$ cat config.mk
export PLATFORM = sky130hd
export DESIGN_NAME = packet_assembler
export DESIGN_NICKNAME = d
export VERILOG_FILES = /design/src/rtl/packet_assembler.sv
export SDC_FILE = /design/constraint.sdc
export NUM_CORES = 1
export LEC_CHECK = 0
export CAP_MARGIN = 0
export CORE_UTILIZATION = 59
export DETAILED_ROUTE_END_ITERATION = 7
export PLACE_DENSITY = 0.86
export SLEW_MARGIN = 20
export SYNTH_ARGS = -nofsm -noshare
export SYNTH_HDL_FRONTEND = slang
export SYNTH_SLANG_ARGS = --single-unit
export TNS_END_PERCENT = 5
$ cat constraint.sdc
create_clock -name clk -period 6 [get_ports clk]
set_input_delay 1.2 -clock clk [delete_from_list [all_inputs] [get_ports clk]]
set_output_delay 1.2 -clock clk [all_outputs]
set_load 0.01 [all_outputs]
$ cat src/rtl/packet_assembler.sv
// Transmit-side packet assembler: builds EER-RL packets (header, IDs, payload, checksum)
// and streams them as words over valid/ready, fetching data payloads from byte memory.
module packet_assembler #(
  parameter int unsigned WORD_WIDTH     = 16,
  parameter int unsigned ADDR_WIDTH     = 11,
  parameter int unsigned MAX_DATA_WORDS = 32
) (
  input  logic                  clk,
  input  logic                  nrst,
  input  logic                  tx_start,
  input  logic [2:0]            tx_pkt_type,
  input  logic [WORD_WIDTH-1:0] myNodeID,
  input  logic [WORD_WIDTH-1:0] tx_destID,
  input  logic [WORD_WIDTH-1:0] tx_energy,
  input  logic [WORD_WIDTH-1:0] tx_qValue,
  input  logic [WORD_WIDTH-1:0] tx_hops,
  input  logic [ADDR_WIDTH-1:0] tx_data_base,
  input  logic [5:0]            tx_data_words,
  output logic                  mem_rd,
  output logic [ADDR_WIDTH-1:0] mem_addr,
  input  logic [7:0]            mem_rdata,
  output logic [WORD_WIDTH-1:0] tx_data,
  output logic                  tx_valid,
  input  logic                  tx_ready,
  output logic                  tx_last,
  output logic                  busy,
  output logic                  done,
  output logic                  err
);

  localparam int unsigned TYPE_W = 3;
  localparam int unsigned LEN_W  = 8;
  localparam int unsigned BYTE_W = 8;
  localparam int unsigned PAD_W  = WORD_WIDTH - TYPE_W - LEN_W;

  localparam logic [TYPE_W-1:0] TYPE_HB   = 3'b000;
  localparam logic [TYPE_W-1:0] TYPE_CH   = 3'b001;
  localparam logic [TYPE_W-1:0] TYPE_JOIN = 3'b010;
  localparam logic [TYPE_W-1:0] TYPE_DATA = 3'b011;

  typedef enum logic [2:0] {
    IDLE,
    HDR,
    SRC,
    DST,
    PAY,
    FETCH_HI,
    FETCH_LO,
    CSUM
  } state_e;

  // Request fields captured when a packet is accepted
  typedef struct packed {
    logic [TYPE_W-1:0]     pkt_type;
    logic [LEN_W-1:0]      len;
    logic [WORD_WIDTH-1:0] src;
    logic [WORD_WIDTH-1:0] dst;
    logic [WORD_WIDTH-1:0] energy;
    logic [WORD_WIDTH-1:0] qvalue;
    logic [WORD_WIDTH-1:0] hops;
  } req_t;

  state_e                state_q, state_d;
  req_t                  req_q, req_d;
  logic [ADDR_WIDTH-1:0] addr_q, addr_d;
  logic [LEN_W-1:0]      idx_q, idx_d;
  logic [BYTE_W-1:0]     hi_q, hi_d;
  logic [WORD_WIDTH-1:0] sum_q, sum_d;
  logic [WORD_WIDTH-1:0] tx_data_q, tx_data_d;
  logic                  tx_valid_q, tx_valid_d;
  logic                  tx_last_q, tx_last_d;
  logic                  mem_rd_q, mem_rd_d;
  logic [ADDR_WIDTH-1:0] mem_addr_q, mem_addr_d;
  logic                  busy_q, busy_d;
  logic                  done_q, done_d;
  logic                  err_q, err_d;

  logic                  start_illegal_c;
  logic                  is_data_c;
  logic                  xfer_c;
  logic [LEN_W-1:0]      next_idx_c;
  logic [WORD_WIDTH-1:0] sum_next_c;
  logic [LEN_W-1:0]      start_len_c;

  function automatic logic [LEN_W-1:0] pay_len(input logic [TYPE_W-1:0] t,
                                                input logic [5:0]        words);
    logic [LEN_W-1:0] l;
    case (t)
      TYPE_HB:   l = LEN_W'(2);
      TYPE_CH:   l = LEN_W'(3);
      TYPE_JOIN: l = LEN_W'(1);
      default:   l = LEN_W'(words);
    endcase
    return l;
  endfunction

  // Fixed-field payload word at position idx for the non-data packet types
  function automatic logic [WORD_WIDTH-1:0] pay_word(input req_t             r,
                                                      input logic [LEN_W-1:0] idx);
    logic [WORD_WIDTH-1:0] w;
    w = r.energy;
    case (r.pkt_type)
      TYPE_HB: begin
        if (idx == LEN_W'(1)) w = r.hops;
      end
      TYPE_CH: begin
        if (idx == LEN_W'(1)) w = r.qvalue;
        else if (idx == LEN_W'(2)) w = r.hops;
      end
      default: w = r.energy;
    endcase
    return w;
  endfunction

  assign start_illegal_c = tx_pkt_type[2]
                         | ((tx_pkt_type == TYPE_DATA)
                            & ((tx_data_words == 6'd0)
                               | (32'(tx_data_words) > MAX_DATA_WORDS)));
  assign is_data_c   = (req_q.pkt_type == TYPE_DATA);
  assign xfer_c      = tx_valid_q & tx_ready;
  assign next_idx_c  = idx_q + LEN_W'(1);
  assign sum_next_c  = sum_q + tx_data_q;
  assign start_len_c = pay_len(tx_pkt_type, tx_data_words);

  // Next-state and registered-output logic
  always_comb begin
    state_d    = state_q;
    req_d      = req_q;
    addr_d     = addr_q;
    idx_d      = idx_q;
    hi_d       = hi_q;
    sum_d      = sum_q;
    tx_data_d  = tx_data_q;
    tx_valid_d = tx_valid_q;
    tx_last_d  = tx_last_q;
    mem_rd_d   = 1'b0;
    mem_addr_d = mem_addr_q;
    busy_d     = busy_q;
    done_d     = 1'b0;
    err_d      = 1'b0;

    case (state_q)
      IDLE: begin
        if (tx_start) begin
          if (start_illegal_c) begin
            err_d = 1'b1;
          end else begin
            req_d.pkt_type = tx_pkt_type;
            req_d.len      = start_len_c;
            req_d.src      = myNodeID;
            req_d.dst      = tx_destID;
            req_d.energy   = tx_energy;
            req_d.qvalue   = tx_qValue;
            req_d.hops     = tx_hops;
            addr_d         = tx_data_base;
            idx_d          = '0;
            sum_d          = '0;
            busy_d         = 1'b1;
            tx_valid_d     = 1'b1;
            tx_last_d      = 1'b0;
            tx_data_d      = WORD_WIDTH'({tx_pkt_type, {PAD_W{1'b0}}, start_len_c});
            state_d        = HDR;
          end
        end
      end
      HDR: begin
        if (xfer_c) begin
          sum_d     = sum_next_c;
          tx_data_d = req_q.src;
          state_d   = SRC;
        end
      end
      SRC: begin
        if (xfer_c) begin
          sum_d     = sum_next_c;
          tx_data_d = req_q.dst;
          state_d   = DST;
        end
      end
      DST: begin
        if (xfer_c) begin
          sum_d = sum_next_c;
          if (is_data_c) begin
            tx_valid_d = 1'b0;
            mem_rd_d   = 1'b1;
            mem_addr_d = addr_q;
            state_d    = FETCH_HI;
          end else begin
            tx_data_d = pay_word(req_q, '0);
            state_d   = PAY;
          end
        end
      end
      FETCH_HI: begin
        mem_rd_d   = 1'b1;
        mem_addr_d = addr_q + ADDR_WIDTH'(1);
        state_d    = FETCH_LO;
      end
      FETCH_LO: begin
        hi_d    = mem_rdata;
        addr_d  = addr_q + ADDR_WIDTH'(2);
        state_d = PAY;
      end
      PAY: begin
        // Data words enter PAY invalid; the low byte arrives this cycle
        if (is_data_c && !tx_valid_q) begin
          tx_data_d  = WORD_WIDTH'({hi_q, mem_rdata});
          tx_valid_d = 1'b1;
        end else if (xfer_c) begin
          sum_d = sum_next_c;
          idx_d = next_idx_c;
          if (next_idx_c == req_q.len) begin
            tx_data_d = sum_next_c;
            tx_last_d = 1'b1;
            state_d   = CSUM;
          end else if (is_data_c) begin
            tx_valid_d = 1'b0;
            mem_rd_d   = 1'b1;
            mem_addr_d = addr_q;
            state_d    = FETCH_HI;
          end else begin
            tx_data_d = pay_word(req_q, next_idx_c);
          end
        end
      end
      CSUM: begin
        if (xfer_c) begin
          tx_valid_d = 1'b0;
          tx_last_d  = 1'b0;
          busy_d     = 1'b0;
          done_d     = 1'b1;
          state_d    = IDLE;
        end
      end
      default: state_d = IDLE;
    endcase
  end

  always_ff @(posedge clk or negedge nrst) begin
    if (!nrst) begin
      state_q    <= IDLE;
      req_q      <= '0;
      addr_q     <= '0;
      idx_q      <= '0;
      hi_q       <= '0;
      sum_q      <= '0;
      tx_data_q  <= '0;
      tx_valid_q <= 1'b0;
      tx_last_q  <= 1'b0;
      mem_rd_q   <= 1'b0;
      mem_addr_q <= '0;
      busy_q     <= 1'b0;
      done_q     <= 1'b0;
      err_q      <= 1'b0;
    end else begin
      state_q    <= state_d;
      req_q      <= req_d;
      addr_q     <= addr_d;
      idx_q      <= idx_d;
      hi_q       <= hi_d;
      sum_q      <= sum_d;
      tx_data_q  <= tx_data_d;
      tx_valid_q <= tx_valid_d;
      tx_last_q  <= tx_last_d;
      mem_rd_q   <= mem_rd_d;
      mem_addr_q <= mem_addr_d;
      busy_q     <= busy_d;
      done_q     <= done_d;
      err_q      <= err_d;
    end
  end

  assign mem_rd   = mem_rd_q;
  assign mem_addr = mem_addr_q;
  assign tx_data  = tx_data_q;
  assign tx_valid = tx_valid_q;
  assign tx_last  = tx_last_q;
  assign busy     = busy_q;
  assign done     = done_q;
  assign err      = err_q;

endmodule

== Yosys cells after proc, flatten, opt, wreduce, memory -nomap -nowiden ==
Index checks and enable logic that the tools add are counted.
Word-level totals
  register bits: 170
  bits of input ports: 112
Cells by class
  add/sub/neg operators: 4
  $lt $le $gt $ge: 1
  eq/ne operators: 30
  muxes and demuxes: 74
  bitwise operators: 5
  reductions and logical operators: 25
Operators by type and width (count)
  16-bit two-way mux: 17
  16-bit one-hot mux with 5 select lines: 1
  11-bit two-way mux: 7
  16-bit one-hot mux with 3 select lines: 1
  11-bit one-hot mux with 3 select lines: 1
  8-bit two-way mux: 4
  16-bit one-hot mux with 2 select lines: 1
  3-bit two-way mux: 10
  1-bit two-way mux: 24
  3-bit one-hot mux with 8 select lines: 1
  2-bit != test, second input constant: 11
  11-bit one-hot mux with 2 select lines: 1
  6-bit one-hot mux with 3 select lines: 1
  9-bit AND reduction: 2
  16-bit adder: 1
  8-bit one-hot mux with 2 select lines: 1
  3-bit by 2-bit == test with 1-bit output, second input constant: 5
  7-bit AND reduction: 2
  3-bit == test, second input constant: 4
  11-bit by 1-bit adder with 11-bit output, second input constant: 1
  11-bit by 2-bit adder with 11-bit output, second input constant: 1
  5-bit AND reduction: 2
  3-bit by 1-bit == test with 1-bit output, second input constant: 3
  3-bit zero test: 3
  other kinds (23): 34

== Longest topological paths before layout ==
  word-level depth: 10
  mapped depth: 12
  mapped depth without buffers: 12

== Least setup slack after synthesis ==
No wires, ideal clock.
  kind: input to register
  from: in tx_data_words[2]
  to: reg tx_data_q[13], in the netlist tx_data[13]
  setup time: 0.126 ns
  data arrival time: 3.197 ns
  setup slack: 2.677 ns
  cell stages on the path: 11
  cell sequence: or4_1 -> o21a_1 -> o31ai_1 -> nand3_1 -> o21ai_1 -> o22ai_1 -> o21bai_1 -> buf_2 -> clkbuf_1 -> nand2_1 -> o31ai_2
Between the ends
  longest elaborated chain between the ends: 6
  elaborated cells on any way between the ends: 7
RTL lines
  from (decl): RTL line 18  | input logic [5:0] tx_data_words,
  6-bit > comparator or 6-bit zero test (tied branches): RTL line 118, 117
  1-bit OR (*): RTL line 118  | | (32'(tx_data_words) > MAX_DATA_WORDS)));
  1-bit AND (*): RTL line 117  | & ((tx_data_words == 6'd0)
  1-bit OR (*): RTL line 116  | | ((tx_pkt_type == TYPE_DATA)
  2-bit != test (no source line) (*)
  9-bit AND reduction (no source line) (*)
  to (signal assigned): RTL line 262  | tx_data_q <= tx_data_d;
  to (decl): RTL line 69  | logic [WORD_WIDTH-1:0] tx_data_q, tx_data_d;
Mark *: on every way between the ends. The rest lies on a longest branch, timed or not.
A chain may end at the register's enable or synchronous reset.

== Final worst setup path ==
  from: in tx_data_words[2]
  to: reg req_q[17] (netlist bit)
Between the ends
  longest elaborated chain between the ends: 6
  elaborated cells on any way between the ends: 7
RTL lines
  6-bit > comparator or 6-bit zero test (tied branches): RTL line 118, 117
  1-bit OR (*): RTL line 118
  1-bit AND (*): RTL line 117
  1-bit OR (*): RTL line 116
  1-bit inverter (no source line) (*)
  3-bit AND reduction (no source line) (*)
  to (signal assigned): RTL line 257  | req_q <= req_d;
  to (decl): RTL line 64  | req_t req_q, req_d;
Marked as above.

==> metrics.md <==
| Metric | Value |
|---|---|
| Synth area leader | dfrtp_1 |
| CP startpoint kind | input port |
| Post-synthesis async set-or-reset flop share | 100% |
| Via Count | ~8,600 |
| Fin area | around 0.012 mm2 |
| GRT Residual Overflow | 0 |
| CTS tree | built |
| Fill cells | ~1,100 |
| Core area | 0.0158 mm2 |
| Worst Path Required | 6.33 ns |
| WHS Path Cells | 2 |
| Top delay family on crit path | simple AND/OR/NAND/NOR gates |
| Min cycle time layout | a little over 4 ns |
| Synthesized area | approximately 0.0095 mm2 |
| Total power | about 2.4 mW |
| Util after Layout | between 70 and 80% |
| Worst slew pin tran | 1.06 ns |
| # port buffers | between 100 and 150 |
| Area occupied by multi-input gates | about 0.005 mm2 |
| Clock Sinks | approximately 170 |
| Post-synth top area share | between 40 and 50% |
| DP HPWL | roughly 19,000 um |
| Worst-case clock buffer depth | 2 |
| Placed cell areas | 0.0111 mm2 |
| CTS clk-pin slew, worst paths | 0.07 ns |
| Post-Layout Cell Count | about 1,400 |
| Lkg Pwr | 5.20 nW |
| Routability cong. | between 0.9 and 1 |
| Worst-case reg-to-reg path depth | 9 |
| Die Ht | approximately 130 um |
| Routed len/inst | around 20 um |
| Sequential area share after synthesis | 44.0% |
| Final Hold Viols | 0 |
| Root buf cell | clkbuf_16 |
| Starting Density | roughly 60% |
| Status | complete, no violations |
| Initial antenna violation count | 0 |
| DRC Markers | 0 |
| Vias in the first global route | 8,028 |
| Worst EP arrival | 4.37 ns |
| RSZ-0062 raised after global routing | false |
| Clock latency on the worst-skew pair | between 0.4 and 0.5 ns |
| Max-Cap Viols | 0 |
| Worst hold slack | 0.488 ns |
| Vias per inst | about 6.4 |
| Fmax | roughly 0.25 GHz |
| Worst setup EP type | register |
| H-tree Lvls | 4 |
| Worst Setup SP | tx_data_words[2] |
| Reg area | about 0.0042 mm2 |
| First-pass GRT wire length | approximately 42,000 um |
| Inserted Diodes | 0 |
| Worst path bufs/invs | 2 |
| Total setup buffers inserted after CTS | 0 |
| Worst reg2reg startpoint | idx_q[0] |
| Largest net degree at the start of global routing | 80 |
| Iteration-0 DRC Markers | 939 |
| Hold crit path type | reg -> reg |
| Die ar. | 0.0167 mm2 |
| Post-synth EDFFs | 0 |
| GRT Resource Usage Total | around 33% |
| Clock Skew | approximately 0.012 ns |
| Instance count on the critical path | 8 |
| Final period util | roughly two thirds |
| Crit Path Max Fanout | 79 |
| Slowest CP cell | or4_1 |
| Peak VDD IR | about 210 uV |
| Ys Warns | 0 |
| Fraction of layout cells with a size suffix above 1 | 13.7% |
| Yosys cell types | 70 |
| Total wire length | approximately 26,000 um |
| Relative slew slack | between 20% and 30% |
| Number of iterations in the first detailed-routing pass | 7 |
| CP cell instances | clkdlybuf4s50_1 -> or4_1 -> o21a_1 -> o31ai_1 -> and3_1 -> nand2_4 -> buf_4 -> mux2_2 |
| P per Cell Area | just over 200 mW/mm2 |
| Rows | between 40 and 50 |
| Worst path max stage delay | between 0.5 and 0.6 ns |
| Most used DFF post-synth | dfrtp_1 |
| Routed Antenna Nets | 0 |
| Max-slew violations | 0 |
| Final setup vio count | 0 |
| Fin nets | 1,258 |
| Critical path type | in -> reg |
| Cts hold-fix bufs | 0 |
| Cts repair resizes | 0 |
| Syn Area/Cell | 9.46 um2 |
| Syn Nets | between 1,000 and 1,500 |
| I/O pins | between 100 and 150 |
| CTS Buf Count | 17 |
| Synth top area cells | dfrtp_1 44%, mux2_2 11%, nand2_1 5.4% |
| TNS Setup | 0 ns |
| Area grow syn2layout | 22.8% |
| FF+latch count, synth | 168 |
| Min-delay src | sum_q[12] |
| Cells after Synth | around 1,000 |
| Die Wd | 129 um |
| PnR worst setup slack | just under 2 ns |
| Placed Cells | ~1,300 |
| Placement Setup Slack | 1.52 ns |
[final cells by class]
cell class              instances  share of cell area [%]
multi-input cells             754                    42.8
flip-flops and latches        168                    35.9
repair buffers                156                    13.1
clock buffers                  18                    3.66
well taps                     216                    2.31
clock inverters                14                    1.54
inverters                      25                   0.801
[final timing paths]
check	end	slack (ns)
setup / recovery	req_q[17]	1.96
hold / removal	sum_q[12]	0.49
setup reg to reg	tx_data[2]	2.14
hold reg to reg	sum_q[12]	0.49
max in group asynchronous	req_q[34]	4.16
min in group asynchronous	mem_rd	0.70
[state kept, by name, indices dropped and copies added (netlist names)]
register and flops:
idx_q 8, tx_last 1, mem_rd 1, busy 1, req_q 89, err 1, done 1, hi_q 8
addr_q 11, mem_addr 11, tx_valid 1, sum_q 16, state_q 3, tx_data 16
[layout by cell type (no fill, tap or decap), drive strengths merged, types with 16 or more instances in the layout]
cell           synthesis  routed
o31ai                 19      19
ha                    23      23
mux2                  93      93
nand3                 22      22
nor2                  75      75
o21ai                 76      76
clkdlybuf4s50          0     143
nand2                138     138
mux2i                 17      17
a21oi                 68      68
dfrtp                168     168
nor3                  22      22
clkbuf                41      18
xor2                  16      16
inv                   22      31
o22ai                 23      23
[synthesized netlist by cell type, types with 21 or more instances]
cell / n
dfrtp_1: 168
nand2_1: 138
mux2_2: 93
nor2_1: 75
o21ai_0: 71
a21oi_1: 67
clkbuf_1: 40
ha_1: 23
o22ai_1: 23
inv_1: 22
nor3_1: 22
nand3_1: 21
[worst register-to-register path, stage by stage, from the launching register on]
cell and delay (ns):
dfrtp_1 0.53, ha_1 0.40, nand3_1 0.26, o31ai_2 0.35
nand3_1 0.47, or3_1 0.66, a221oi_1 0.48, a21oi_1 0.07
a221oi_1 0.39, o21ai_1 0.11
[power by group]
group	switching, mW	internal, mW
Combinational	0.0479	0.0672
Clock	0.513	0.634
Sequential	0	1.13
Total	0.560	1.83
[metal layers]
layer / wire length [um] / up-vias / share of wire [%] / global-route usage [%]
met5: 0 / - / 0 / 0
met1: 10700 / 4067 / 41 / 44.7
li1: - / 3898 / - / -
met4: 961 / 0 / 3.6 / 14.5
met3: 2420 / 89 / 9.2 / 6.56
met2: 12300 / 538 / 47 / 52.4
[logic make-up after synthesis]
group / Yosys count / synth area share, %
buffers and inverters: 87 / 3.89
flip-flops: 168 / 44.0
multiplexers: 110 / 12.8
adder cells (fa/ha/maj): 25 / 3.33
XOR/XNOR: 30 / 2.75
AO/OA/AOI/OAI: 281 / 19.0
AND/OR/NAND/NOR: 308 / 14.2
(Power assumes the default switching activity.)
